==> src/rtl/top_uart_tx_app.sv <==
// top_uart_tx_app: four push-buttons, each press sends "BTN<k>" as 8N1 UART.
// Optional build macro TOP_UART_TX_APP_CRLF_EN appends CR LF (6-byte message
// instead of 4).
// Trigger path: 2-flop sync -> registered rising edge -> priority capture ->
// FSM start, so the start bit appears on the 4th edge after the first edge
// that samples the button high.

// Per-button lane: synchronizer, arm flag and registered rising-edge pulse.
module top_uart_tx_app_btn_lane (
  input  logic clk_i,
  input  logic rst_i,
  input  logic btn_i,
  input  logic settled_i,
  output logic rise_o
);
  logic s1, s2, s3, armed;

  // A lane only arms after its synchronized level has been seen low, so a
  // button held through reset cannot fake a 0->1 transition on release of rst.
  always_ff @(posedge clk_i) begin
    if (rst_i) begin
      s1     <= 1'b0;
      s2     <= 1'b0;
      s3     <= 1'b0;
      armed  <= 1'b0;
      rise_o <= 1'b0;
    end else begin
      s1     <= btn_i;
      s2     <= s1;
      s3     <= s2;
      armed  <= armed | (settled_i & ~s2);
      rise_o <= s2 & ~s3 & armed;
    end
  end
endmodule

module top_uart_tx_app #(
  parameter int DEFAULT_SEND_RATE = 750000,
  parameter int DEFAULT_CLOCK_IN  = 10000
) (
  input  logic       clk_i,
  input  logic       rst_i,
  input  logic [3:0] button_i,
  output logic       uart_tx_data_o,
  output logic       uart_tx_active_o
);
  localparam int NUM_LANES    = 4;
  localparam int CLKS_PER_BIT = (DEFAULT_CLOCK_IN * 1000) / DEFAULT_SEND_RATE;
  localparam int CNT_W        = $clog2(CLKS_PER_BIT);
`ifdef TOP_UART_TX_APP_CRLF_EN
  localparam int MSG_LEN = 6;
`else
  localparam int MSG_LEN = 4;
`endif

  typedef enum logic [1:0] {IDLE, START, DATA, STOP} tx_state_t;

  tx_state_t              state, state_n;
  logic [CNT_W-1:0]       clk_cnt, clk_n;
  logic [2:0]             bit_cnt, bit_n;
  logic [2:0]             byte_cnt, byte_n;
  logic                   data_n;
  logic [7:0]             cur_byte;
  logic [1:0]             settle_cnt;
  logic [NUM_LANES-1:0]   rise;
  logic [1:0]             win_idx;
  logic                   pend_vld;
  logic [1:0]             pend_idx;

  // Message byte idx for button k.
  function automatic logic [7:0] msg_byte(input logic [2:0] idx, input logic [1:0] k);
    case (idx)
      3'd0:    msg_byte = 8'h42;
      3'd1:    msg_byte = 8'h54;
      3'd2:    msg_byte = 8'h4E;
`ifdef TOP_UART_TX_APP_CRLF_EN
      3'd4:    msg_byte = 8'h0D;
      3'd5:    msg_byte = 8'h0A;
`endif
      default: msg_byte = 8'h30 + {6'd0, k};
    endcase
  endfunction

  // Synchronizer outputs are meaningless for the first two edges after reset.
  always_ff @(posedge clk_i) begin
    if (rst_i)               settle_cnt <= 2'd0;
    else if (!settle_cnt[1]) settle_cnt <= settle_cnt + 2'd1;
  end

  top_uart_tx_app_btn_lane u_lane [NUM_LANES-1:0] (
    .clk_i     (clk_i),
    .rst_i     (rst_i),
    .btn_i     (button_i),
    .settled_i (settle_cnt[1]),
    .rise_o    (rise)
  );

  // Lowest button index wins when several edges land together.
  always_comb begin
    win_idx = 2'd0;
    for (int i = NUM_LANES - 1; i >= 0; i--)
      if (rise[i]) win_idx = 2'(i);
  end

  // Capture one trigger while idle; edges seen while busy are dropped.
  always_ff @(posedge clk_i) begin
    if (rst_i) begin
      pend_vld <= 1'b0;
      pend_idx <= 2'd0;
    end else if (pend_vld) begin
      pend_vld <= 1'b0;
    end else if (state == IDLE && |rise) begin
      pend_vld <= 1'b1;
      pend_idx <= win_idx;
    end
  end

  // FSM, counters and registered line/active outputs.
  always_ff @(posedge clk_i) begin
    if (rst_i) begin
      state            <= IDLE;
      clk_cnt          <= '0;
      bit_cnt          <= 3'd0;
      byte_cnt         <= 3'd0;
      uart_tx_data_o   <= 1'b1;
      uart_tx_active_o <= 1'b0;
    end else begin
      state            <= state_n;
      clk_cnt          <= clk_n;
      bit_cnt          <= bit_n;
      byte_cnt         <= byte_n;
      uart_tx_data_o   <= data_n;
      uart_tx_active_o <= (state_n != IDLE);
    end
  end

  // Next-state: bit timing, bit/byte sequencing, and the next line level.
  always_comb begin
    state_n  = state;
    clk_n    = clk_cnt;
    bit_n    = bit_cnt;
    byte_n   = byte_cnt;
    data_n   = 1'b1;
    cur_byte = 8'h00;
    case (state)
      IDLE: if (pend_vld) begin
        state_n = START;
        clk_n   = '0;
        bit_n   = 3'd0;
        byte_n  = 3'd0;
      end
      START: if (clk_cnt == CNT_W'(CLKS_PER_BIT - 1)) begin
        clk_n   = '0;
        bit_n   = 3'd0;
        state_n = DATA;
      end else clk_n = clk_cnt + 1'b1;
      DATA: if (clk_cnt == CNT_W'(CLKS_PER_BIT - 1)) begin
        clk_n = '0;
        if (bit_cnt == 3'd7) state_n = STOP;
        else                 bit_n   = bit_cnt + 3'd1;
      end else clk_n = clk_cnt + 1'b1;
      STOP: if (clk_cnt == CNT_W'(CLKS_PER_BIT - 1)) begin
        clk_n = '0;
        if (byte_cnt == 3'(MSG_LEN - 1)) state_n = IDLE;
        else begin
          byte_n  = byte_cnt + 3'd1;
          state_n = START;
        end
      end else clk_n = clk_cnt + 1'b1;
      default: state_n = IDLE;
    endcase
    case (state_n)
      START:   data_n = 1'b0;
      DATA: begin
        cur_byte = msg_byte(byte_n, pend_idx);
        data_n   = cur_byte[bit_n];
      end
      default: data_n = 1'b1;
    endcase
  end
endmodule

==> config.mk <==
export PLATFORM = sky130hd
export DESIGN_NAME = top_uart_tx_app
export DESIGN_NICKNAME = d
export VERILOG_FILES = /design/src/rtl/top_uart_tx_app.sv
export SDC_FILE = /design/constraint.sdc
export NUM_CORES = 1
export LEC_CHECK = 0
export ABC_AREA = 0
export CORE_UTILIZATION = 45
export CTS_CLUSTER_SIZE = 10
export DETAILED_ROUTE_END_ITERATION = 8
export DONT_BUFFER_PORTS = 1
export MAX_ROUTING_LAYER = met4
export PLACE_DENSITY_LB_ADDON = 0.15
export REMOVE_ABC_BUFFERS = 1
export SLEW_MARGIN = 20
export SYNTH_ARGS = -nofsm -noshare
export SYNTH_HDL_FRONTEND = slang
export SYNTH_SLANG_ARGS = --single-unit
export TNS_END_PERCENT = 1
==> constraint.sdc <==
create_clock -name clk_i -period 2.6 [get_ports clk_i]
set_input_delay 0.39 -clock clk_i [delete_from_list [all_inputs] [get_ports clk_i]]
set_output_delay 0.39 -clock clk_i [all_outputs]
set_load 0.01 [all_outputs]
== Word level (Yosys, flattened, before mapping) ==
Cells that the tools add are included.

* Logic and storage cells: 110
* Output and inout port bits: 2
* Bits in registers: 39

* Add/sub/neg operators: 5
* Equal/unequal tests: 11
* Bitwise gates (word level): 25
* Reduce and logical (&&, ||, !) cells: 8
* Multiplexer cells: 30
* $lt $le $gt $ge: 1

{| class="wikitable"
|+ Operators by type and width
! operator !! count
|-
| 3-bit two-way mux || 7
|-
| 7-bit case mux with 3 select lines || 1
|-
| 2-bit two-way mux || 10
|-
| 1-bit bitwise AND || 12
|-
| 1-bit NOT || 9
|-
| 3-bit case mux with 3 select lines || 1
|-
| 4-bit two-way mux || 2
|-
| 8-bit two-way mux || 1
|-
| 2-bit case mux with 4 select lines || 1
|-
| 4-bit case mux with 2 select lines || 1
|-
| 6-bit by 2-bit adder with 7-bit output, first input constant || 1
|-
| 3-bit by 1-bit adder with 3-bit output, second input constant || 2
|-
| 2-bit equality test, second input constant || 3
|-
| 3-bit by 2-bit equality test with 1-bit output, second input constant || 2
|-
| 3-bit case mux with 2 select lines || 1
|-
| 4-bit by 1-bit adder with 4-bit output, second input constant || 1
|-
| 2-bit by 1-bit equality test with 1-bit output, second input constant || 2
|-
| 4-bit equality test, second input constant || 1
|-
| 3-bit by 4-bit less-than comparator with 1-bit output, second input constant || 1
|-
| 1-bit bitwise OR || 4
|-
| 4-bit OR reduction || 1
|-
| 1-bit binary-select mux with 3-bit select || 1
|-
| 3-bit by 1-bit equality test with 1-bit output, second input constant || 1
|-
| 3-bit equality test, second input constant || 1
|-
| 11 further kinds || 13
|}

== Longest topological paths before layout ==
* Depth in word-level cells: 10
* Depth in mapped cells: 10
* Gate-level depth less buffers: 9

== Modules after synthesis ==
A second synthesis with hierarchy kept.

* Cell total of the unflattened synthesis: 188
* Area, all modules: 1745.4 µm²

{| class="wikitable"
|+ Modules (own cells, without submodules)
! module !! cells each !! sequential area each (µm²) !! area an instance (µm²) !! times used
|-
| top_uart_tx_app || 140 || 380.4 || 1129.8 || 1
|-
| top_uart_tx_app_btn_lane || 12 || 100.1 || 153.9 || 4
|}

== Worst setup path before layout ==
Ideal clock, no wire load.

* Kind: register to register
* Start: reg state[0]
* End: reg uart_tx_data_o
* Required time: 2.473 ns
* Buffers on the path: 0
* Setup slack: 0.264 ns
* Cell stages (with the launch flop): 10
* Arrival: 2.209 ns
* Period minus slack after synthesis: 2.336 ns
* Path through: dfxtp_1 -> inv_1 -> ha_1 -> nor2b_1 -> a211o_1 -> a221oi_4 -> inv_1 -> o311ai_1 -> nor4b_1 -> or3_1

* Longest elaborated chain between the ends: 8
* Elaborated cells between the ends (all ways): 22
* Those cells by class: 7 x eq/ne; 13 x mux; 2 x reduce/logical

{| class="wikitable"
|+ RTL lines
! item !! line !! text
|-
| start: declaration || 58 || <nowiki>tx_state_t state, state_n;</nowiki>
|-
| start signal: assignment || 128 || <nowiki>state <= state_n;</nowiki>
|-
| 2-bit equality test or 2-bit zero test (tied branches) || 145 || <nowiki>case (state)</nowiki>
|-
| 3-bit case mux with 2 select lines || 145 ||
|-
| 3-bit by 2-bit equality test with 1-bit output (tied with other cells) || 72 || <nowiki>case (idx)</nowiki>
|-
| 7-bit case mux with 3 select lines || 72 ||
|-
| 8-bit two-way mux || 172 || <nowiki>case (state_n)</nowiki>
|-
| 1-bit binary-select mux with 3-bit select || 176 || <nowiki>data_n = cur_byte[bit_n];</nowiki>
|-
| 1-bit two-way mux (implied by the code) || 176 ||
|-
| 1-bit case mux with 2 select lines * || 172 ||
|-
| end signal: assignment || 132 || <nowiki>uart_tx_data_o <= data_n;</nowiki>
|-
| end: declaration || 44 || <nowiki>output logic uart_tx_data_o,</nowiki>
|}

Every way passes the cells marked *; elsewhere a longest branch is shown, timed or not. The select of a mux whose other input is x is not followed.
A chain may end at the register's enable or synchronous reset.

== Final worst setup path ==
* Start: reg state[1]
* End: reg uart_tx_data_o

The elaborated chain is that of the path after synthesis.

==> impl_summary.md <==
Status
The flow ran to the end, and the final reports show no timing, DRC or antenna violations.

Finish
After filler insertion, the fill cell instance count of the layout stands at 349. The final layout net count is 208. The layout cell share with drive strength beyond 1 is 11.3%. The number of antenna diodes is 0.

The commonest non-fill, non-tap cell in the layout is dfxtp_1. The area used by multi-input combinational logic is 861 µm². Across the whole layout, storage elements account for 782 µm². Leaving out fill and tap cells, the most frequent cells in the layout are dfxtp_1 (38), nor2_1 (23), a21oi_1 (17).

Relative to the synthesized area, the layout overhead comes to 9.68%.

Floorplanning
From bottom edge to top edge, the die measures 64.0 µm. For this configuration, the core starts out at a cell density of 46.9%. The die covers 4100 µm². The placeable core area is 3690 µm². The top-level I/O count is 8.

The floorplan has 22 rows. The die width is 64.0 µm.

Critical path
The critical path startpoint category is a flip-flop. STA classifies the critical path endpoint as a flip-flop. At the worst endpoint, the required time is 2.77 ns. Of all nets on the critical path, the largest fanout is 4.

The critical setup path kind is reg -> reg. At the worst endpoint, the arrival time is 2.68 ns.

Run
The number of max-cap violations is 0.

Place
Once detailed placement completed, the half-perimeter wirelength came to 2.29 mm. The congestion estimate from routability-driven global placement came to 0.832. In this run the tool buffered the top-level ports with 0 buffer cells. The worst setup timing slack at the placement stage is 0.0722 ns.

Yosys
For this run, asynchronously set or reset flops after synthesis account for 0%. After synthesis the netlist holds a flip-flop and latch count of 39. For this run, the number of Yosys warnings is 0. The number of enable-type register cells in the synthesized netlist is 0.

The post-synthesis instance total is 190. In the synthesized netlist the dominant register cell turns out to be dfxtp_1. The mean post-synth cell area is 9.11 µm². The number of unique standard cell types used by synthesis is 47.

Sequential cells were found to cover 45.1% of the synthesized design area. The post-synthesis instance area is 1730 µm².

Timing
Setup violations remaining at the end of the flow were counted as 0. The final clock skew is 0.00615 ns. The max-slew violation count is 0. The smallest clock period supported by the final layout is computed as 2.51 ns. The final period utilization is 96.7%.

Derived from the worst setup path, the maximum achievable clock frequency is 0.398 GHz. The count of endpoints failing hold in the final timing report is 0. The sum of negative setup slack is 0 ns. The tightest slew margin relative to the limit is 64.7%. Setup repair after global routing left no endpoint under its margin. The worst setup margin is 0.0867 ns. The worst-margin pin slew is 0.524 ns.

Global routing
The number of global-route vias before repair came to 1,285. The number of antenna violations at the first check in global routing came to 0. Global routing finished with a remaining overflow of 0. In the global route stage, overall resource usage came out at 18.6%.

The first-pass GRT wire length is 5.64 mm. Entering global routing, the biggest net connects 40 pins.

Route
The detail route stage leaves a number of antenna-violating nets equal to 0. The detail-routed via count per cell is 5.55. The routed wire length is 3.14 mm. The first TritonRoute pass finished after 4 iterations. The final route contains 1,343 vias.

The first routing iteration left 99 violations. The DRC violation count after routing is 0. The routed length per instance is 13.0 µm.

Clock network
CTS placed an instance of clkbuf_8 at the clock tree root. The clock tree synthesis step divided the H-tree into 2 levels. The clock tree buffer depth is 2.

TritonCTS built the clock tree. For this design, the sink count on the clock tree is 39. The post-CTS clock slew at the launch and capture registers of the worst setup and hold paths is 0.07 ns. The number of buffers created by CTS is 5. The worst-skew pair later-pin latency is 0.29 ns. In this run, post-CTS hold repair placed 0 buffers.

Min path
The type of the most critical hold path is in -> reg.

Pwr
The power consumption is 1170 µW. VDD sags by at most 0.470 mV. The power density over the cells is 617 nW/µm².

The total leakage power is 0.000711 µW.
-- Yosys cell counts, types with 3 or more instances --
cell,instances,area [µm²]
nor3_1,5,25.0
o21ai_0,6,30.0
ha_1,8,100
dfxtp_1,39,781
nor2_1,23,86.3
clkbuf_1,6,22.5
a21oi_1,17,85.1
o31ai_1,3,22.5
o21a_1,3,22.5
nor2b_1,12,75.1
inv_1,12,45.0
nor4b_1,5,43.8
nand2_1,8,30.0
nand3_1,5,25.0
-- area by class of cell --
type	count	area share [%]
clock inverters	2	1.98
inverters	12	2.37
well taps	48	3.16
flip-flops and latches	39	41.2
repair buffers	6	2.37
clock buffers	5	3.62
multi-input cells	130	45.3
-- logic make-up (layout without fill, tap and decap cells) --
group                    after synthesis  after routing  share of synthesized area, %
AND/OR/NAND/NOR                       75             75                          23.7
AO/OA/AOI/OAI                         44             44                          18.4
flip-flops                            39             39                          45.1
buffers and inverters                 21             25                          5.27
adder cells (fa/ha/maj)                8              8                          5.78
multiplexers                           2              2                          1.30
XOR/XNOR                               1              1                         0.506
-- registers in the layout (all words and copies together) (netlist names), 2 cells and up --
signal         flops
state              2
byte_cnt           3
u_lane.rise_o      4
settle_cnt         2
u_lane.s2          4
clk_cnt            4
pend_idx           2
u_lane.s3          4
u_lane.armed       4
bit_cnt            3
u_lane.s1          4
-- worst max-delay path, stage by stage (launching register included) --
cell	delay (ns)
dfxtp_1	0.39
inv_1	0.10
ha_1	0.19
nor2b_1	0.17
a211o_1	0.34
a221oi_4	0.34
inv_1	0.10
o311ai_1	0.30
nor4b_1	0.09
or3_1	0.37
-- metal layers --
layer	GRT usage (%)	part of all wire, %	vias up
met3	4.46	3.8	5
met2	31.8	50	27
met1	20.4	44	640
met4	8.52	1.7	0
met5	-	0	-
li1	-	-	671
-- metrics by stage --
step / util, % / hold WS (ns) / cell area [µm²] / instances
floorplan: - / 0.374 / 1690 / 181
global placement: 48.1 / 0.379 / 1780 / 233
detailed placement: 48.1 / 0.392 / 1780 / 233
CTS: 51.0 / 0.155 / 1880 / 240
global route: 51.5 / 0.148 / 1900 / 242
finish: 51.5 / 0.161 / 1900 / 242
-- final timing paths --
check             cells past startpoint                    start  slack [ns]                     endpoint
hold / removal                        1                    rst_i        0.16      u_lane[1].s1$_SDFF_PP0_
setup reg to reg                      9      state[1]$_SDFF_PP0_        0.09    uart_tx_data_o$_SDFF_PP1_
setup / recovery                      9      state[1]$_SDFF_PP0_        0.09    uart_tx_data_o$_SDFF_PP1_
hold reg to reg                       1  u_lane[3].s3$_SDFF_PP0_        0.40  u_lane[3].rise_o$_SDFF_PP0_
-- power breakdown --
group          switching (µW)  leakage, µW  internal, µW  total [µW]
logic                    24.6     0.000342          25.3        50.0
registers                16.7     0.000318           624         641
clock network             201    0.0000502           280         481
-- repair_timing --
item | in CTS | in global routing
gates resized for setup | 0 | 2
buffers inserted | 0 | 2
endpoints found under the setup margin | 0 | 1
Power figures use the tool's default switching activity.
